File: src/rtl/async_queue_sink_param.sv
`default_nettype none
// ============================================================================
//  Module   : async_queue_sink_param
//  Purpose  : Dequeue (sink) half of a clock-crossing queue holding
//             2**DEPTH_LOG2 entries of WIDTH bits. Payload is read directly
//             from the source-owned storage array; the source write pointer
//             (gray) and liveness flag are synchronised into this domain, and
//             the sink read pointer (gray) and liveness flag are returned.
//             Also provides a registered fill level and an almost-empty flag.
//  Ports    : clock, reset_n      sink clock, async active-low reset
//             mem_i               source storage, entry k at [k*WIDTH +: WIDTH]
//             widx_gray_i         source write pointer (gray, asynchronous)
//             src_alive_i         source liveness (asynchronous)
//             ridx_gray_o         sink read pointer (gray, registered)
//             sink_alive_o        sink liveness (registered)
//             deq_valid_o/ready_i dequeue handshake
//             deq_bits_o          payload (registered)
//             fill_level_o        entries held (registered)
//             almost_empty_o      fill_level_o <= AE_LEVEL (registered)
//  Revision : 1.0  initial release
// ============================================================================
module async_queue_sink_param #(
  parameter int DEPTH_LOG2  = 3,
  parameter int WIDTH       = 43,
  parameter int SYNC_STAGES = 3,
  parameter int AE_LEVEL    = 1
) (
  input  logic                            clock,
  input  logic                            reset_n,
  input  logic [WIDTH*(2**DEPTH_LOG2)-1:0] mem_i,
  input  logic [DEPTH_LOG2:0]             widx_gray_i,
  input  logic                            src_alive_i,
  output logic [DEPTH_LOG2:0]             ridx_gray_o,
  output logic                            sink_alive_o,
  output logic                            deq_valid_o,
  input  logic                            deq_ready_i,
  output logic [WIDTH-1:0]                deq_bits_o,
  output logic [DEPTH_LOG2:0]             fill_level_o,
  output logic                            almost_empty_o
);

  localparam int         PTR_W   = DEPTH_LOG2 + 1;
  localparam int         ENTRIES = 2 ** DEPTH_LOG2;
  localparam logic [PTR_W-1:0] AE_LVL = PTR_W'(AE_LEVEL);

  // Storage viewed as an array so the read mux indexes by entry.
  logic [WIDTH-1:0] mem_w [ENTRIES];

  generate
    for (genvar k = 0; k < ENTRIES; k++) begin : g_unpack
      assign mem_w[k] = mem_i[k*WIDTH +: WIDTH];
    end
  endgenerate

  // Inbound synchronisers: plain flop chains, one per bit.
  logic [PTR_W-1:0]       widx_sync_q [SYNC_STAGES];
  logic [SYNC_STAGES-1:0] alive_sync_q;

  always_ff @(posedge clock or negedge reset_n) begin
    if (!reset_n) begin
      for (int i = 0; i < SYNC_STAGES; i++) widx_sync_q[i] <= '0;
      alive_sync_q <= '0;
    end else begin
      widx_sync_q[0] <= widx_gray_i;
      for (int i = 1; i < SYNC_STAGES; i++) widx_sync_q[i] <= widx_sync_q[i-1];
      alive_sync_q <= {alive_sync_q[SYNC_STAGES-2:0], src_alive_i};
    end
  end

  logic [PTR_W-1:0] widx_sync;
  logic             alive_sync;
  assign widx_sync  = widx_sync_q[SYNC_STAGES-1];
  assign alive_sync = alive_sync_q[SYNC_STAGES-1];

  function automatic logic [PTR_W-1:0] gray2bin(input logic [PTR_W-1:0] g);
    logic [PTR_W-1:0] b;
    b[PTR_W-1] = g[PTR_W-1];
    for (int i = PTR_W - 2; i >= 0; i--) b[i] = b[i+1] ^ g[i];
    return b;
  endfunction

  // Sink state
  logic [PTR_W-1:0] ridx_bin_q, ridx_gray_q, fill_q;
  logic             valid_q, ae_q, sink_alive_q;
  logic [WIDTH-1:0] bits_q;

  // Next-state
  logic             fire;
  logic [PTR_W-1:0] ridx_d, ridx_gray_d, fill_d;
  logic             valid_d, ae_d;

  // Valid is masked by the synchronised liveness so the consumer sees the
  // drop in the very cycle the source is known to be gone.
  assign deq_valid_o = valid_q & alive_sync;
  assign fire        = deq_valid_o & deq_ready_i;

  always_comb begin
    ridx_d      = alive_sync ? (ridx_bin_q + {{(PTR_W-1){1'b0}}, fire}) : '0;
    ridx_gray_d = ridx_d ^ (ridx_d >> 1);
    // Empty test is done in gray space against the synchronised pointer.
    valid_d     = alive_sync & (ridx_gray_d != widx_sync);
    fill_d      = alive_sync ? (gray2bin(widx_sync) - ridx_d) : '0;
    ae_d        = (fill_d <= AE_LVL);
  end

  always_ff @(posedge clock or negedge reset_n) begin
    if (!reset_n) begin
      ridx_bin_q   <= '0;
      ridx_gray_q  <= '0;
      valid_q      <= 1'b0;
      bits_q       <= '0;
      fill_q       <= '0;
      ae_q         <= 1'b1;
      sink_alive_q <= 1'b0;
    end else begin
      ridx_bin_q   <= ridx_d;
      ridx_gray_q  <= ridx_gray_d;
      valid_q      <= valid_d;
      fill_q       <= fill_d;
      ae_q         <= ae_d;
      sink_alive_q <= 1'b1;
      // Load only when a valid entry is next; otherwise hold so the payload
      // stays stable under backpressure.
      if (valid_d) bits_q <= mem_w[ridx_d[DEPTH_LOG2-1:0]];
    end
  end

  assign ridx_gray_o    = ridx_gray_q;
  assign sink_alive_o   = sink_alive_q;
  assign deq_bits_o     = bits_q;
  assign fill_level_o   = fill_q;
  assign almost_empty_o = ae_q;

endmodule
`default_nettype wire

File: config.mk
export PLATFORM = sky130hd
export DESIGN_NAME = async_queue_sink_param
export DESIGN_NICKNAME = d
export VERILOG_FILES = /design/src/rtl/async_queue_sink_param.sv
export SDC_FILE = /design/constraint.sdc
export NUM_CORES = 1
export LEC_CHECK = 0
export ABC_AREA = 0
export BUFFER_PORTS_ARGS = -buffer_cell sky130_fd_sc_hd__buf_2
export CORE_AREA = 5 5 154 156
export CTS_CLUSTER_SIZE = 40
export DETAILED_ROUTE_END_ITERATION = 16
export DIE_AREA = 0 0 159 161
export PLACE_DENSITY = 0.62
export SLEW_MARGIN = 40
export SYNTH_ARGS = -nofsm -noshare
export SYNTH_HDL_FRONTEND = slang
export SYNTH_SLANG_ARGS = --single-unit
File: constraint.sdc
create_clock -name clock -period 3.7 [get_ports clock]
set_input_delay 0.74 -clock clock [delete_from_list [all_inputs] [get_ports clock]]
set_output_delay 0.74 -clock clock [all_outputs]
set_load 0.03 [all_outputs]
==> metrics.txt, run 1 <==
H-tree levels=3; commonest non-fill, non-tap cell in the layout=buf_2; Die Ht=approximately 160 um; Syn Std Cell Area=approximately 5200 um^2; Placed Instance Area=7660 um^2; Reg clk slew, reported paths=roughly 0.070 ns; largest cells by area after synthesis=dfrtp_1 34%, mux2_2 17%, mux2i_1 8.6%; dpl ws=0.338 ns; Post-Route WL=23,800 um; Std-Cell Rows=55; peak supply drop=~170 uV; Final HPWL DP=19,100 um; 1st-pass router iterations=5; IO Pins=just over 400; upper clock frequency limit=333 MHz; final worst slack=between 0.6 and 0.7 ns; clk sinks=slightly above 70; gr usage total=17.3%; post-synth top area cell=dfrtp_1; Synth Register Bits=between 70 and 80; Top Metal Used=met5; WP data required=between 3 and 4 ns; unrepaired setup endpoints after global routing=false; Final Hold Fails=0; Initial Util=23.6%; grt total ovfl=0; DP Cell Count=roughly 1,200; Tightest Hold Check Type=flip-flop to flip-flop; EDFF count, synth=0; gpl congestion=approximately 0.87; met3 wire length=about 2200 um; synthesized area per cell=roughly 9.9 um^2; Routed Antenna Nets=0; Vias=~6,000; antenna violations before repair=3; post-CTS repair timing setup buffer count=0; CP Class=input port to flip-flop; post-CTS resize count=0; final instance area=8000 um^2; remaining design rule violation count=0; P_leak=slightly below 4 nW; Mapped Cells=between 500 and 600; Async S/R FF share, synth=100%; Worst Path Arrival=3.23 ns; Clk Tree Root Cell=clkbuf_16; Synth Warn #=0; Slew Limit Fails=0; first-pass GRT wire length=approximately 35,000 um; final net count=approximately 1,300; Metal-1 WL=9250 um; final setup vio count=0; setup TNS=0 ns; fin crit share=81.2%; commonest cells after routing, fill and taps aside=404 x buf_2, 89 x nand2_1, 77 x mux2_2, 71 x dfrtp_1, 45 x mux2i_1; Relative slew margins=between 50% and 60%; largest net degree at the start of global routing=73; CTS tree=yes; latest clock arrival within the worst-skew pair=roughly 0.34 ns; top_reg_cell synth=dfrtp_1; CTS Buf Count=9; syn_nets=roughly 890; CORE AREA=~22,000 um^2; die width=between 150 and 200 um; endpoint class of the critical path=flip-flop; P&R area growth vs syn=52.5%; final cell utilization of the core=between 30% and 40%; Ant. Diodes=0; worst hold slack=0.348 ns; worst-path maximum fanout=22; post-synthesis sequential area ratio=around 34%; CP startpoint kind=input port; layout cells sized above 1=between 50 and 60%; Initial DRC Count=461; Overall Power=2.93 mW; Clock Skew=0.0115 ns; Hold-fix buffers, CTS=0; WL per Instance=19.8 um; Max Buffers Root-to-Sink=2; Yosys cell types=40; vias in the first global route=roughly 6,100; crit path time final=approximately 3.0 ns; Slew @ Worst Pin=0.676 ns; fin cells=roughly 1,200; Met2 Routed Length=approximately 12,000 um; DIE AREA=about 26,000 um^2; pwr/cell area=~370 nW/um^2; maxcap violations=0; Via density=4.97; outcome=finished, final reports clean; IO Port Bufs=just over 400; area share of the largest cell type after synthesis=33.9%
-- registers in the layout (all words and copies together), names as in the netlist --
signal / cells
ridx_bin_q: 4
valid_q: 1
almost_empty_o: 1
fill_level_o: 4
alive_sync_q: 3
widx_sync: 4
ridx_gray_o: 3
deq_bits_o: 43
widx_sync_q: 8
sink_alive_o: 1
-- critical path, stage by stage --
cell and delay, ns:
buf_2 0.10, and3_1 0.20, ha_4 0.17, ha_2 0.30, or2_2 0.32, mux2i_1 0.17, a22oi_1 0.10, o21a_1 0.21
o31ai_4 0.33, buf_12 0.23, mux2_2 0.35
-- layout make-up --
class / count / area (um^2)
timing repair buffer: 426 / 2240
fill: 2320 / 14200
sequential: 72 / 1800
inverter: 7 / 26.3
clock inverter: 7 / 111
clock buffer: 9 / 225
multi-input combinational: 399 / 3230
tap: 285 / 357
-- power breakdown --
group / internal, mW / leakage, nW / switching [mW]
clock network: 0.609 / 0.166 / 0.393
registers: 0.883 / 0.864 / 0.0484
logic: 0.448 / 2.85 / 0.544
total: 1.94 / 3.88 / 0.985
-- layer usage --
metal | vias to the layer above | GRT usage, %
met5 | - | 0
met4 | 6 | 4.38
met3 | 34 | 4.90
met2 | 357 | 30.8
met1 | 2770 | 20.7
li1 | 2818 | -
-- Yosys cell counts, drive strengths merged, types with 3 or more instances --
cell and count:
a222oi 43, inv 6, dfrtp 71, mux2 86
o21ai 45, o221ai 43, mux2i 45, clkbuf 39
xor2 9, buf 13, nand2 89, and2 4
ha 5, nor2 8, xnor2 3
-- path summary, 6_finish.rpt --
path                                      start         endpoint  slack [ns]  cells after the start
worst max-delay path                deq_ready_i   deq_bits_o[42]        0.70                     11
worst min-delay path            alive_sync_q[0]  alive_sync_q[1]        0.35                      0
worst max register to register          valid_q   deq_bits_o[42]        0.81                     10
worst min register to register  alive_sync_q[0]  alive_sync_q[1]        0.35                      0
max in group asynchronous               reset_n   deq_bits_o[34]        2.81                      1
min in group asynchronous               reset_n  widx_sync_q[10]        0.40                      1
-- logic make-up after synthesis --
group	synth area share [%]
other	0.0715
DFF	34.4
muxes	27.1
buffers and inverters	4.96
AOI/OAI and AO/OA	21.1
xor gates and xnor gates	2.58
adders and majority gates	1.57
and+or+nand+nor	8.23
No activity file was read; power rests on OpenSTA's default activity.
==> run 2: changes to the inputs <==
ABC_AREA = 1   (was 0)
PLACE_DENSITY = 0.65   (was 0.62)
clock period = 3.1 ns   (was 3.7 ns; I/O delays follow)
==> run 2 against run 1 <==
Clock skew down 0.0059 ns; sequential cell count unchanged; clock-buffer cell count unchanged; sequential power up 17%; total power up 7.4%; critical path depth up 6; routed wire length up 10%; final area up 5.3%; register-to-register slack worse by 0.28 ns; die area unchanged; synthesized cell count up 76%; largest power group is now sequential cells.
==> metrics.txt, run 2 <==
worst r2r src=alive_sync_q[2]; Reg2Reg Depth=17 (+7); most instantiated cells after synthesis=243 x nand2_1, 172 x o21ai_0, 134 x nor2_1; Metal-1 WL=10,600 um (+14%); Via density=4.89 (-1.6%); Slew @ Worst Pin=0.721 ns (+0.0451 ns); Top Metal Used=met4; Synth Warn #=0 (unchanged); maxcap violations=0 (unchanged); P&R area growth vs syn=44.3%; 1st-pass router iterations=5 (unchanged); P_leak=4.46 nW (+15%); max reg flops=43 (unchanged); remaining design rule violation count=0 (unchanged); Relative slew margins=51.9% (-3.0 points); IO Pins=406 (unchanged); vias in the first global route=7,533 (+23%); Placed Instance Area=8130 um^2 (+6.1%); Post-Route WL=26,300 um (+10%); Initial DRC Count=485 (+5.2%); H-tree levels=3 (unchanged); most frequent cell after synthesis=nand2_1; syn_nets=1,290 (+45%); gpl congestion=0.893 (+2.6%); largest cells by area after synthesis=dfrtp_1 30%, nand2_1 16%, o21ai_0 15%; setup TNS=0 ns (unchanged); Clock Skew=0.00561 ns (-0.00588 ns); synthesized area per cell=6.26 um^2 (-37%); Yosys cell types=26 (-35%); CTS Buf Count=9 (unchanged); Mapped Cells=932 (+76%); commonest non-fill, non-tap cell in the layout=buf_2; Routed Antenna Nets=0 (unchanged); CORE AREA=22,200 um^2 (unchanged); antenna violations before repair=1 (-2); Async S/R FF share, synth=100% (unchanged); final setup vio count=0 (unchanged); Slew Limit Fails=0 (unchanged); die width=159 um (unchanged); endpoint class of the critical path=flip-flop; peak supply drop=178 uV (+4.2%); Synth Register Bits=72 (unchanged); Vias=7,715 (+29%); WL per Instance=16.7 um (-16%); outcome=finished, final reports clean; worst-path maximum fanout=44 (+100%); Reg clk slew, reported paths=0.07 ns (about the same); Overall Power=3.14 mW (+7.4%); post-synthesis sequential area ratio=30.9% (-3.5 points); post-CTS resize count=0 (unchanged); fin crit share=82.8%; CTS tree=yes; post-synth top area cell=dfrtp_1; fin cells=1,579 (+31%); FILL cells=2,437 (+5.0%); Met2 Routed Length=13,100 um (+10%); post-CTS repair timing setup buffer count=0 (unchanged); upper clock frequency limit=390 MHz; crit path time final=roughly 2.6 ns; commonest cells after routing, fill and taps aside=404 x buf_2, 242 x nand2_1, 172 x o21ai_0, 134 x nor2_1, 86 x o22ai_1; pwr/cell area=373 nW/um^2 (+2.0%); Clk Tree Root Cell=clkbuf_16; Final Hold Fails=0 (unchanged); grt total ovfl=0 (unchanged); EDFF count, synth=0 (unchanged); layout cells sized above 1=38.4% (-19 points); unrepaired setup endpoints after global routing=false; Max Buffers Root-to-Sink=2 (unchanged); CP startpoint kind=flip-flop; CP Class=flip-flop to flip-flop; clk sinks=72 (unchanged); Final HPWL DP=19,900 um (+4.5%); met3 wire length=2100 um (-3.5%); Worst R2R End=deq_bits_o[31]; Syn Std Cell Area=5830 um^2 (+11%); WP data required=3.38 ns (-0.55 ns); Tightest Hold Check Type=input port to async pin; Std-Cell Rows=55 (unchanged); Worst Path Arrival=2.85 ns (-0.38 ns); Initial Util=26.2% (+2.7 points); final cell utilization of the core=37.9% (+1.9 points); gr usage total=19.5% (+2.1 points); Hold-fix buffers, CTS=0 (unchanged); reg-to-reg slack, setup=0.53 ns (-0.28 ns); final net count=1,646 (+29%); DP Cell Count=1,562 (+31%); final instance area=8420 um^2 (+5.3%); area share of the largest cell type after synthesis=30.5% (-3.4 points); top_reg_cell synth=dfrtp_1; largest net degree at the start of global routing=96 (+32%); DIE AREA=25,600 um^2 (unchanged); IO Port Bufs=405 (unchanged); Die Ht=161 um (unchanged); latest clock arrival within the worst-skew pair=0.34 ns (about the same); first-pass GRT wire length=40,500 um (+16%)
==> run 2: logic make-up after synthesis <==
group	count (synthesis)	share of synthesized area, %
buffers and inverters	106	8.21
flip-flops	72	30.9
XOR/XNOR	3	0.450
other	1	0.0643
AO/OA/AOI/OAI	259	24.1
AND/OR/NAND/NOR	485	34.9
adder cells (fa/ha/maj)	6	1.42
==> run 2: power by group <==
group          total, mW  internal (mW)  switching, mW  leakage [nW]
sequential          1.09           1.04         0.0501         0.878
clock               1.04          0.560          0.480         0.133
combinational       1.01          0.405          0.608          3.45
==> run 2: worst max-delay path, cell delays in order, from the launching register on <==
cell	delay, ns
dfrtp_2	0.40
nand2_1	0.09
nor2_1	0.06
ha_1	0.22
ha_1	0.35
nand2_4	0.15
inv_4	0.17
nand2_1	0.09
nand2_1	0.09
nand2_1	0.05
nand2_1	0.05
nand3_1	0.08
nor2_2	0.09
nand2_2	0.10
nand2_4	0.07
buf_12	0.24
nand2_1	0.09
nand2_1	0.06
==> run 2: routing by layer <==
metal	vias up	track usage [%]
li1	3847	-
met1	3496	23.1
met2	335	34.7
met3	37	5.33
met4	0	5.16
met5	-	0
==> run 2: how the worst max path moves through the flow <==
stage | cells after the start | from | end
floorplan | 16 | alive_sync_q[2] | almost_empty_o
global placement | 14 | deq_ready_i | almost_empty_o
detailed placement | 14 | deq_ready_i | almost_empty_o
CTS | 13 | alive_sync_q[2] | almost_empty_o
global route | 17 | alive_sync_q[2] | deq_bits_o[31]
finish | 17 | alive_sync_q[2] | deq_bits_o[31]
==> run 2: area by class of cell <==
type,count,area (um^2),share of cell area [%]
Inverter,26,103,1.22
Clock buffer,9,225,2.67
Multi-Input combinational cell,754,3570,42.4
Tap cell,285,357,4.24
Sequential cell,72,1800,21.4
Clock inverter,7,62.6,0.743
Timing Repair Buffer,425,2300,27.3
Antenna cell,1,2.50,0.0297
==> run 2: metrics by stage <==
stage,hold WS [ns],setup WS (ns)
3_5_place_dp,0.335,0.255
6_report,0.298,0.534
5_1_grt,0.353,0.288
4_1_cts,0.318,0.525
2_1_floorplan,0.324,0.337
3_3_place_gp,0.332,0.315
==> run 3: changes to the inputs <==
clock period = 2.4 ns   (was 3.1 ns; I/O delays follow)
==> run 3 against run 2 <==
Clock power increased by 28%; total power increased by 33%; sequential power increased by 29%; clock-buffer cell count unchanged; die area unchanged; combinational power increased by 42%; non-clock buffer count increased by 46; critical endpoint is now deq_bits_o[23].
==> metrics.txt, run 3 (synthesis gave the netlist of run 2 again) <==
Clk Tree Root Cell=clkbuf_16; Slew @ Worst Pin=0.530 ns (-0.191 ns); worst-path maximum fanout=8 (-82%); final worst slack=0.116 ns (-0.417 ns); Initial DRC Count=484 (-0.21%); fin crit share=95.2% (+12 points); first-pass GRT wire length=39,900 um (-1.5%); Relative slew margins=64.3% (+12 points); Hold-fix buffers, CTS=0 (unchanged); worst hold slack=0.0836 ns (-0.215 ns); CP peak stage delay=0.43 ns (+0.03 ns); maxcap violations=0 (unchanged); dpl ws=-0.120 ns (-0.375 ns); DP Cell Count=1,598 (+2.3%); commonest cells after routing, fill and taps aside=404 x buf_2, 236 x nand2_1, 171 x o21ai_0, 133 x nor2_1, 86 x o22ai_1; Std-Cell Rows=55 (unchanged); largest net degree at the start of global routing=63 (-34%); crit path time final=2.28 ns (-0.283 ns); final setup vio count=0 (unchanged); commonest non-fill, non-tap cell in the layout=buf_2; Routed Antenna Nets=0 (unchanged); Slew Limit Fails=0 (unchanged); endpoint class of the critical path=flip-flop; slowest CP cell=dfrtp_2; outcome=finished, final reports clean; die width=159 um (unchanged); remaining design rule violation count=0 (unchanged); WL per Instance=16.9 um (+1.5%); CORE AREA=22,200 um^2 (unchanged); CP Class=flip-flop to flip-flop; grt total ovfl=0 (unchanged); antenna violations before repair=0 (-1); Max Buffers Root-to-Sink=2 (unchanged); Overall Power=4.17 mW (+33%); Clock Skew=0.00738 ns (+0.00177 ns); Worst Path Arrival=2.56 ns (-0.29 ns); IO Pins=406 (unchanged); Final HPWL DP=20,900 um (+4.7%); gpl congestion=0.894 (about the same); clk sinks=72 (unchanged); Vias=7,893 (+2.3%); latest clock arrival within the worst-skew pair=0.34 ns (about the same); gr usage total=19.1% (-0.38 points); max reg flops=43 (unchanged); Initial Util=26.2% (unchanged); H-tree levels=3 (unchanged); fin cells=1,625 (+2.9%); Final Hold Fails=0 (unchanged); P_leak=4.78 nW (+7.1%); Die Ht=161 um (unchanged); Via density=4.86 (-0.59%); IO Port Bufs=405 (unchanged); critical path, cell by cell=nand2_2 -> nor2_1 -> ha_2 -> nand2_4 -> inv_8 -> nand2_1 -> nand2_2 -> nand2_1 -> nand2_1 -> nand3_1 -> nor2_2 -> nand2_4 -> nand2_8 -> clkbuf_16 -> nand2_1 -> nand2_1; WP data required=2.68 ns (-0.70 ns); 1st-pass router iterations=5 (unchanged); vias in the first global route=7,637 (+1.4%); DIE AREA=25,600 um^2 (unchanged); CTS tree=yes; final net count=1,692 (+2.8%); CP startpoint kind=flip-flop; reg-to-reg slack, setup=0.12 ns (-0.42 ns); upper clock frequency limit=438 MHz (+12%); Post-Route WL=27,500 um (+4.5%); Reg clk slew, reported paths=0.07 ns (about the same); pwr/cell area=460 nW/um^2 (+23%); layout cells sized above 1=41.7% (+3.3 points); peak supply drop=269 uV (+51%); Tightest Hold Check Type=input port to async pin; CTS Buf Count=9 (unchanged); cell mode on critical path=nand2_1; P&R area growth vs syn=55.3%
==> run 3: cell count changes in the layout (fill, tap and decap cells not counted), sizes merged <==
cell,previous run,this run
buf,425,466
clkinv,0,1
clkinvlp,3,2
clkbuf,9,14
==> run 3: report_power, final <==
part / internal [mW] / leakage, nW / switching [mW] / total (mW)
sequential: 1.34 / 0.878 / 0.0676 / 1.41
combinational: 0.599 / 3.76 / 0.836 / 1.43
clock: 0.721 / 0.135 / 0.604 / 1.33
total: 2.66 / 4.78 / 1.51 / 4.17
==> run 3: final timing paths <==
check | start | end | cells after the start
min in group clock | widx_gray_i[2] | widx_sync_q[10] | 1
hold / removal | reset_n | deq_bits_o[18] | 1
max in group asynchronous | reset_n | alive_sync_q[2] | 2
setup reg to reg | alive_sync_q[2] | deq_bits_o[23] | 16
hold reg to reg | widx_sync_q[11] | widx_sync_q[7] | 0
setup / recovery | alive_sync_q[2] | deq_bits_o[23] | 16
==> run 3: layout make-up <==
class                   count  area [um^2]
clock buffers               9          225
well taps                 285          357
multi-input cells         754         3680
flip-flops and latches     72         1800
clock inverters             7         61.3
repair buffers            471         2820
fillers                  2382        13200
inverters                  26          110
diodes                      1         2.50
==> run 3: stage by stage <==
stage / area, um^2 / utilization (%) / TNS, ns
after global placement: 8540 / 38.4 / -0.158
after global routing: 9060 / 40.8 / -0.0797
after floorplan: 5940 / - / 0
after detailed placement: 8540 / 38.4 / -0.426
final: 9060 / 40.8 / 0
after CTS: 8830 / 39.7 / 0
==> run 3: what timing repair did <==
| item | 4_1_cts | 5_1_grt |
|---|---|---|
| pin swaps | 0 | 6 |
| buffers inserted | 0 | 3 |
| endpoints found under the setup margin | 1 | 45 |
| cloned | 0 | 7 |
| resized for setup | 1 | 15 |
==> run 3: critical path: cells and delay by family, from the launching register on <==
family        cells  cell delay (ns)
fa+ha+maj         1             0.35
buf+inv           2             0.32
flops             1             0.43
simple gates     13             1.10
==> run 3: layer usage <==
| layer | vias to the layer above | wire length [um] | global-route usage (%) |
|---|---|---|---|
| met5 | - | 0 | 0 |
| met4 | 0 | 346 | 3.41 |
| met3 | 30 | 1980 | 5.79 |
| met2 | 307 | 13200 | 32.5 |
| met1 | 3620 | 12000 | 24.2 |
| li1 | 3936 | - | - |
